--- src/rtl/clip_seq_pkg.sv ---
// Shared types and helpers for the clip memory sequencer: FSM state encoding,
// default widths and the clip base-address helper.
package clip_seq_pkg;

   typedef enum logic [1:0] {
      IDLE     = 2'd0,
      REC      = 2'd1,
      PLAY_RD  = 2'd2,
      PLAY_OUT = 2'd3
   } state_e;

   localparam int DEF_ADDR_W    = 17;
   localparam int DEF_DATA_W    = 16;
   localparam int DEF_NUM_CLIPS = 2;
   localparam int CLIP_W        = $clog2(DEF_NUM_CLIPS);

   // Each slot owns an aligned power-of-two region, so its base is the slot index shifted up.
   function automatic logic [31:0] clip_base(input logic [31:0] clip,
                                             input int unsigned shift = DEF_ADDR_W - CLIP_W);
      return clip << shift;
   endfunction

endpackage

--- src/rtl/clip_memory_sequencer_len.sv ---
// Per-clip recorded-length table: one write port, one combinational read port,
// every entry cleared by reset.
module clip_len_table #(
   parameter int NUM_CLIPS = 2,
   parameter int IDX_W     = 1,
   parameter int LEN_W     = 17
) (
   input  logic             clock,
   input  logic             reset,
   input  logic             wen_i,
   input  logic [IDX_W-1:0] widx_i,
   input  logic [LEN_W-1:0] wlen_i,
   input  logic [IDX_W-1:0] ridx_i,
   output logic [LEN_W-1:0] rlen_o
);

   logic [LEN_W-1:0] len_q [NUM_CLIPS];

   always_ff @(posedge clock) begin
      if (reset) begin
         for (int i = 0; i < NUM_CLIPS; i++) len_q[i] <= '0;
      end else if (wen_i) begin
         len_q[widx_i] <= wlen_i;
      end
   end

   assign rlen_o = len_q[ridx_i];

endmodule

--- src/rtl/clip_memory_sequencer.sv ---
// Sequences record (deserializer -> RAM) and playback (RAM -> serializer) over a
// single-port sample RAM. Define CLIP_LOOP_PLAY_EN to add the looping-playback input.
module clip_memory_sequencer
   import clip_seq_pkg::*;
#(
   parameter int ADDR_W    = DEF_ADDR_W,
   parameter int DATA_W    = DEF_DATA_W,
   parameter int NUM_CLIPS = DEF_NUM_CLIPS
) (
   input  logic                         clock,
   input  logic                         reset,
   input  logic                         start_record,
   input  logic                         start_play,
   input  logic                         stop,
   input  logic [$clog2(NUM_CLIPS)-1:0] clip_sel,
`ifdef CLIP_LOOP_PLAY_EN
   input  logic                         loop,
`endif
   input  logic                         rec_valid,
   input  logic [DATA_W-1:0]            rec_data,
   output logic                         rec_ready,
   output logic                         play_valid,
   output logic [DATA_W-1:0]            play_data,
   input  logic                         play_ready,
   output logic [ADDR_W-1:0]            mem_addr,
   output logic [DATA_W-1:0]            mem_wdata,
   output logic                         mem_we,
   output logic                         mem_re,
   input  logic [DATA_W-1:0]            mem_rdata,
   output logic                         busy,
   output logic                         done
);

   localparam int          SEL_W      = $clog2(NUM_CLIPS);
   localparam int          CLIP_DEPTH = (2**ADDR_W) / NUM_CLIPS;
   localparam int          CNT_W      = $clog2(CLIP_DEPTH) + 1;
   localparam int unsigned OFF_W      = ADDR_W - SEL_W;
   localparam logic [CNT_W-1:0] DEPTH_C = CNT_W'(CLIP_DEPTH);

   state_e             state_q;
   logic [SEL_W-1:0]   clip_q;
   logic [CNT_W-1:0]   cnt_q;
   logic               rec_ready_q, play_valid_q, mem_re_q, busy_q, done_q, fwd_q;
   logic [DATA_W-1:0]  pdata_q;

   logic               rec_fire, play_fire, rec_exit, loop_en, len_we;
   logic [CNT_W-1:0]   cnt_inc, cur_len, len_wdata;
   logic [SEL_W-1:0]   len_ridx;

`ifdef CLIP_LOOP_PLAY_EN
   assign loop_en = loop;
`else
   assign loop_en = 1'b0;
`endif

   assign cnt_inc   = cnt_q + 1'b1;
   assign rec_fire  = rec_ready_q & rec_valid;
   assign play_fire = play_valid_q & play_ready;
   // A write landing in the stop cycle is included in the recorded length.
   assign rec_exit  = (state_q == REC) & (stop | (rec_fire & (cnt_inc == DEPTH_C)));
   assign len_we    = rec_exit;
   assign len_wdata = rec_fire ? cnt_inc : cnt_q;
   assign len_ridx  = (state_q == IDLE) ? clip_sel : clip_q;

   clip_len_table #(
      .NUM_CLIPS (NUM_CLIPS),
      .IDX_W     (SEL_W),
      .LEN_W     (CNT_W)
   ) u_len (
      .clock  (clock),
      .reset  (reset),
      .wen_i  (len_we),
      .widx_i (clip_q),
      .wlen_i (len_wdata),
      .ridx_i (len_ridx),
      .rlen_o (cur_len)
   );

   assign mem_addr   = ADDR_W'(clip_base(32'(clip_q), OFF_W)) + ADDR_W'(cnt_q);
   assign mem_we     = rec_fire;
   assign mem_wdata  = rec_fire ? rec_data : '0;
   assign mem_re     = mem_re_q;
   assign rec_ready  = rec_ready_q;
   assign play_valid = play_valid_q;
   assign busy       = busy_q;
   assign done       = done_q;
   // RAM data arrives during the first PLAY_OUT cycle; forward it, then hold the captured copy.
   assign play_data  = fwd_q ? mem_rdata : pdata_q;

   always_ff @(posedge clock) begin
      if (reset) begin
         state_q      <= IDLE;
         clip_q       <= '0;
         cnt_q        <= '0;
         rec_ready_q  <= 1'b0;
         play_valid_q <= 1'b0;
         mem_re_q     <= 1'b0;
         busy_q       <= 1'b0;
         done_q       <= 1'b0;
         fwd_q        <= 1'b0;
         pdata_q      <= '0;
      end else begin
         done_q <= 1'b0;
         fwd_q  <= 1'b0;
         if (fwd_q) pdata_q <= mem_rdata;
         unique case (state_q)
            IDLE: begin
               if (start_record) begin
                  clip_q      <= clip_sel;
                  cnt_q       <= '0;
                  state_q     <= REC;
                  rec_ready_q <= 1'b1;
                  busy_q      <= 1'b1;
               end else if (start_play) begin
                  clip_q <= clip_sel;
                  cnt_q  <= '0;
                  if (cur_len != '0) begin
                     state_q  <= PLAY_RD;
                     mem_re_q <= 1'b1;
                     busy_q   <= 1'b1;
                  end else begin
                     done_q <= 1'b1;
                  end
               end
            end
            REC: begin
               if (rec_fire) cnt_q <= cnt_inc;
               if (rec_exit) begin
                  state_q     <= IDLE;
                  rec_ready_q <= 1'b0;
                  busy_q      <= 1'b0;
                  done_q      <= 1'b1;
               end
            end
            PLAY_RD: begin
               mem_re_q <= 1'b0;
               if (stop) begin
                  state_q <= IDLE;
                  busy_q  <= 1'b0;
                  done_q  <= 1'b1;
               end else begin
                  state_q      <= PLAY_OUT;
                  play_valid_q <= 1'b1;
                  fwd_q        <= 1'b1;
               end
            end
            PLAY_OUT: begin
               if (stop) begin
                  state_q      <= IDLE;
                  play_valid_q <= 1'b0;
                  busy_q       <= 1'b0;
                  done_q       <= 1'b1;
               end else if (play_fire) begin
                  play_valid_q <= 1'b0;
                  cnt_q        <= cnt_inc;
                  if (cnt_inc == cur_len && !loop_en) begin
                     state_q <= IDLE;
                     busy_q  <= 1'b0;
                     done_q  <= 1'b1;
                  end else begin
                     if (cnt_inc == cur_len) cnt_q <= '0;
                     state_q  <= PLAY_RD;
                     mem_re_q <= 1'b1;
                  end
               end
            end
            default: state_q <= IDLE;
         endcase
      end
   end

endmodule

--- config.mk ---
export PLATFORM = sky130hd
export DESIGN_NAME = clip_memory_sequencer
export DESIGN_NICKNAME = d
export VERILOG_FILES = /design/src/rtl/clip_seq_pkg.sv /design/src/rtl/clip_memory_sequencer_len.sv /design/src/rtl/clip_memory_sequencer.sv
export SDC_FILE = /design/constraint.sdc
export NUM_CORES = 1
export LEC_CHECK = 0
export CORE_MARGIN = 4
export CORE_UTILIZATION = 45
export CTS_CLUSTER_SIZE = 28
export DETAILED_ROUTE_END_ITERATION = 16
export DONT_BUFFER_PORTS = 1
export GPL_ROUTABILITY_DRIVEN = 0
export GPL_TIMING_DRIVEN = 1
export HOLD_SLACK_MARGIN = 0.03
export SYNTH_ARGS = -nofsm -noshare
export SYNTH_HDL_FRONTEND = slang
export SYNTH_SLANG_ARGS = --single-unit
--- constraint.sdc ---
create_clock -name clock -period 6.8 [get_ports clock]
set_clock_uncertainty 0.2 [all_clocks]
set_input_delay 1.36 -clock clock [delete_from_list [all_inputs] [get_ports clock]]
set_output_delay 1.36 -clock clock [all_outputs]
set_load 0.02 [all_outputs]
# After elaboration in Yosys (flattened, before gate mapping)
# Memories as Yosys holds them, arrays and structs flattened.
# Index checks and enable logic that the tools add are counted.
[classes]
eq_ne = 19
bitwise = 6
n_mux = 57
add_sub_neg = 2
reduce_logical = 16
[ops]
columns = ["op", "count"]
rows = [
  ["17-bit 2-to-1 mux", 6],
  ["17-bit one-hot mux with 3 select lines", 1],
  ["1-bit 2-to-1 mux", 34],
  ["16-bit 2-to-1 mux", 2],
  ["2-bit != test, second input constant", 9],
  ["17-bit by 1-bit adder with 17-bit output, second input constant", 1],
  ["17-bit adder", 1],
  ["17-bit == test", 1],
  ["17-bit == test, second input constant", 1],
  ["17-bit nonzero test", 1],
  ["17-bit OR reduction", 1],
  ["2-bit 2-to-1 mux", 8],
  ["3-bit != test, second input constant", 3],
  ["1-bit one-hot mux with 4 select lines", 2],
  ["2-bit one-hot mux with 4 select lines", 1],
  ["4-bit AND reduction", 2],
  ["7-bit AND reduction", 1],
  ["3-bit AND reduction", 2],
  ["6-bit AND reduction", 1],
  ["2-bit nonzero test", 3],
  ["3-bit nonzero test", 2],
  ["1-bit bitwise AND", 4],
  ["2-bit == test, second input constant", 2],
  ["1-bit one-hot mux with 2 select lines", 2],
  ["other kinds (9)", 9],
]
[totals]
ram_bits = 34
reg_bits = 42
memories = 1
in_bits = 40
out_inout_bits = 55
[memory_table]
columns = ["memory", "depth", "word_bits", "read_ports", "rd_ports_with_merged_regs", "wr", "line_no", "rtl"]
rows = [
  ["u_len.len_q", 2, 17, 1, 0, 2, "clip_memory_sequencer_len.sv:17", "logic [LEN_W-1:0] len_q [NUM_CLIPS];"],
]

# Depth between registers and ports, before layout
[logic_depth]
depth_word = 10
depth_mapped = 13
ltp_nobuf = 9

# Cells and area by module
# A second synthesis with hierarchy kept.
[unflattened]
cells_unflattened = 546
hier_area_um2 = 5004.8
[by_module_without_submodules]
columns = ["module", "cells_per_inst", "area_each_um2", "n_inst"]
rows = [
  ["clip_memory_sequencer", 450, 3465.8, 1],
  ["clip_len_table", 96, 1539.0, 1],
]

# Worst setup path before layout
# OpenSTA, ideal clock, no wires.
[synth_path]
path_type = "input port to output port"
startpoint = "in rec_valid"
endpoint = "out mem_we"
setup_slack_ns = 2.937
cell_stages = 4
t_required_ns = 5.240
t_arrival_ns = 2.303
cell_sequence = "nand2_1 inv_1 clkbuf_1 clkbuf_1"
[synth_between]
elab_chain_cells = 1
[synth_rtl]
columns = ["item", "line_no", "rtl"]
rows = [
  ["start: declaration", "clip_memory_sequencer.sv:19", "input logic rec_valid,"],
  ["1-bit bitwise AND", "clip_memory_sequencer.sv:57", "assign rec_fire = rec_ready_q & rec_valid;"],
  ["end: declaration", "clip_memory_sequencer.sv:27", "output logic mem_we,"],
]
# Every way passes these cells.

==> reports/qor.yml <==
synth:
  synth_top_area_frac: 0.210
  synthesis.nets: 604
  synthTopCellsByArea: "edfxtp_1 21%, dfxtp_1 17%, nor2_1 6.1%"
  async_flop_share: 0
  syn_area_per_cell_um2: 8.67
  synth_edf_count: 34
  synth_area_um2: 4870
  synth_flop_cell: "dfxtp_1"
  syn_inst: 562
  yosysTopAreaCell: "edfxtp_1"
  ys_warn_count: 0
  yosysSeqAreaShare: 0.382
  synth_cell_types: 67
  ys_ff_latch: 76
floorplan:
  coreArea_um2: 10400
  initial_core_util: 0.468
  die_y_um: 112
  boundaryPins: 95
  dieArea_um2: 12600
  rows: 37
  fp.dieW_um: 112
placement:
  place_ws_ps: 1730
  port_buffers: 0
  dpl.hpwl_mm: 9.35
  place_area_um2: 4720
global_route:
  grt_pass1_wl_mm: 20.2
  overflow: 0
  grt_pass1_vias: 3813
  grt_use_total: 0.198
  antenna_found_initial: 0
  grt_max_degree: 48
route:
  routed.top_layer: "met4"
  routed_wirelength_mm: 12.8
  wl_met1_mm: 5.26
  met3_length_mm: 1.09
  wl_met2_mm: 6.12
  drt_first_pass_iters: 8
  wl_per_cell_um: 19.5
  vias: 3989
  vias_per_cell: 6.10
  drtIter0Drc: 330
  drc: 0
  drt.antenna.violating_nets: 0
sta:
  setup_ws_ps: 2090
  rsz0062_at_grt: "false"
  period_minus_slack_ps: 4710
  clock.fmax_ghz: 0.212
  fin_hold_ws_ps: 407
  setup_viol: 0
  relSlewSlack: 0.442
  tns_ps: 0
  hold_violations: 0
  timing.final.crit_share: 0.692
  finalMaxSlewViolations: 0
  worstMarginPinSlew_ps: 836
setup_path:
  cp.arrival_ps: 4490
  ff2ff_setup_slack_ps: 2090
  worst_ep_required_time_ps: 6580
  cp-end-kind: "flip-flop"
  r2r-start: "cnt_q[0]"
  path_class: "flip-flop to flip-flop"
  rr_endpoint: "u_len.len_q[1][7]"
  reg2regPathDepth: 9
  crit_fanout: 18
  cp-start-kind: "flip-flop"
clock_tree:
  cts_tree: "built"
  cts.sinks: 76
  cts_resized: 0
  cts_setup_buffers: 0
  h-tree-depth: 3
  root_buffer: "clkbuf_8"
  clk_latency_ps: 350
  cts_buffer_depth: 2
  cts_hold_buf: 0
  cts-buffers-inserted: 9
  clkSlewWorstSetupHoldPaths_ps: 80
layout:
  drive_above_1_share: 0.0927
  final_cell_area_um2: 4930
  final_nets: 555
  area_delta_synth_final_pct: 1.18
  num_antenna_cells: 0
worst_hold_path:
  hold_start: "clip_q"
  hold_path_end: "clip_q"
  hp-class: "flip-flop to flip-flop"
  holdPathStages: 2
power:
  power_mw: 1.13
  ir_drop_uv: 90.3
  p_per_area_nw_per_um2: 230
  power_leakage_nw: 1.72
outcome:
  status: "finished clean"
job:
  cap_violations: 0
## worst max path at each step
stage               from                 end  slack, ps
6_report        cnt_q[0]   u_len.len_q[1][7]       2090
5_1_grt         cnt_q[0]   u_len.len_q[0][9]       1560
4_1_cts         cnt_q[0]  u_len.len_q[0][12]       2120
3_5_place_dp   rec_valid  u_len.len_q[0][13]       1730
3_3_place_gp   rec_valid  u_len.len_q[1][15]       1900
2_1_floorplan  rec_valid              mem_we       2940
## placed cells by master (no fill, tap or decap), types with 3 or more instances in the layout
cell type / synthesis / layout
nor2_1: 79 / 79
nor2b_1: 19 / 19
o21a_1: 8 / 8
xnor2_1: 21 / 21
nand2_1: 29 / 29
o21ai_1: 3 / 3
o21ai_0: 32 / 32
nor3_1: 17 / 17
o211ai_1: 4 / 4
dfxtp_1: 42 / 42
xor2_1: 6 / 6
o22ai_1: 4 / 4
or3_1: 4 / 4
o21bai_1: 4 / 4
clkbuf_8: 0 / 10
mux2i_1: 13 / 13
edfxtp_1: 34 / 34
a31oi_1: 6 / 6
a211oi_1: 13 / 13
nand3_1: 16 / 16
nand4_1: 6 / 6
mux2_2: 17 / 17
inv_1: 9 / 9
and3_1: 22 / 22
a21oi_1: 15 / 15
nand2b_1: 8 / 8
nor4b_1: 3 / 3
nor4_1: 14 / 14
o31ai_1: 3 / 3
a221oi_1: 3 / 3
a222oi_1: 4 / 4
a22o_1: 4 / 4
## per-layer routing
layer / up-vias / GRT usage
li1: 1928 / -
met1: 1858 / 0.260
met2: 177 / 0.316
met3: 26 / 0.0544
met4: 0 / 0.0721
met5: - / 0
## critical path: stages (launching register included)
cell and delay (ps):
dfxtp_1 820, ha_1 460, nand3_2 330, nor4_1 340, xnor2_1 280, nor4bb_1 260
a31oi_1 190, nor3_1 290, nand2_1 410, nand2b_1 750
## Yosys cell counts, drive strengths merged (6+ instances only)
master,number
buf,33
nor2b,19
xnor2,21
edfxtp,34
nor3,17
nor4,15
nand2,31
nand4,7
a31oi,6
nand3,17
nor2,79
o21ai,35
o21a,8
mux2,17
xor2,6
dfxtp,42
and3,23
a21oi,15
inv,9
mux2i,13
or3,6
nand2b,8
a211oi,13
clkbuf,29
## final cells by class
cell class	instances	area [µm²]
Timing Repair Buffer	2	15.0
Clock inverter	6	67.6
Tap cell	136	170
Fill cell	1007	5490
Multi-Input combinational cell	415	2640
Sequential cell	76	1860
Clock buffer	10	138
Inverter	9	33.8
## power by group
group | internal (mW) | leakage [nW] | switching [mW] | total [mW]
clock | 0.183 | 0.104 | 0.178 | 0.360
sequential | 0.502 | 0.694 | 0.0515 | 0.553
combinational | 0.0812 | 0.925 | 0.140 | 0.221
## cell families (layout without fill, tap and decap cells)
logic type	Yosys count	count (layout)	synth area share
DFF	76	76	0.382
and+or+nand+nor	234	234	0.249
buffers and inverters	71	27	0.0753
muxes	30	30	0.0660
AOI/OAI and AO/OA	121	121	0.169
xor gates and xnor gates	28	28	0.0532
adders and majority gates	2	2	0.00514
## per-stage QoR
step / utilization / instances
finish: 0.473 / 654
global route: 0.473 / 654
CTS: 0.473 / 654
detailed placement: 0.453 / 638
global placement: 0.453 / 638
floorplan: - / 562
## sequential cells by signal, indices dropped and copies added (netlist names)
register and cells:
pdata_q 16, done 1, clip_q 1, cnt_q 17, u_len.len_q 34, fwd_q 1
play_valid 1, rec_ready 1, mem_re 1, busy 1, state_q 2
Note: power is estimated with default switching activity, not from simulation.
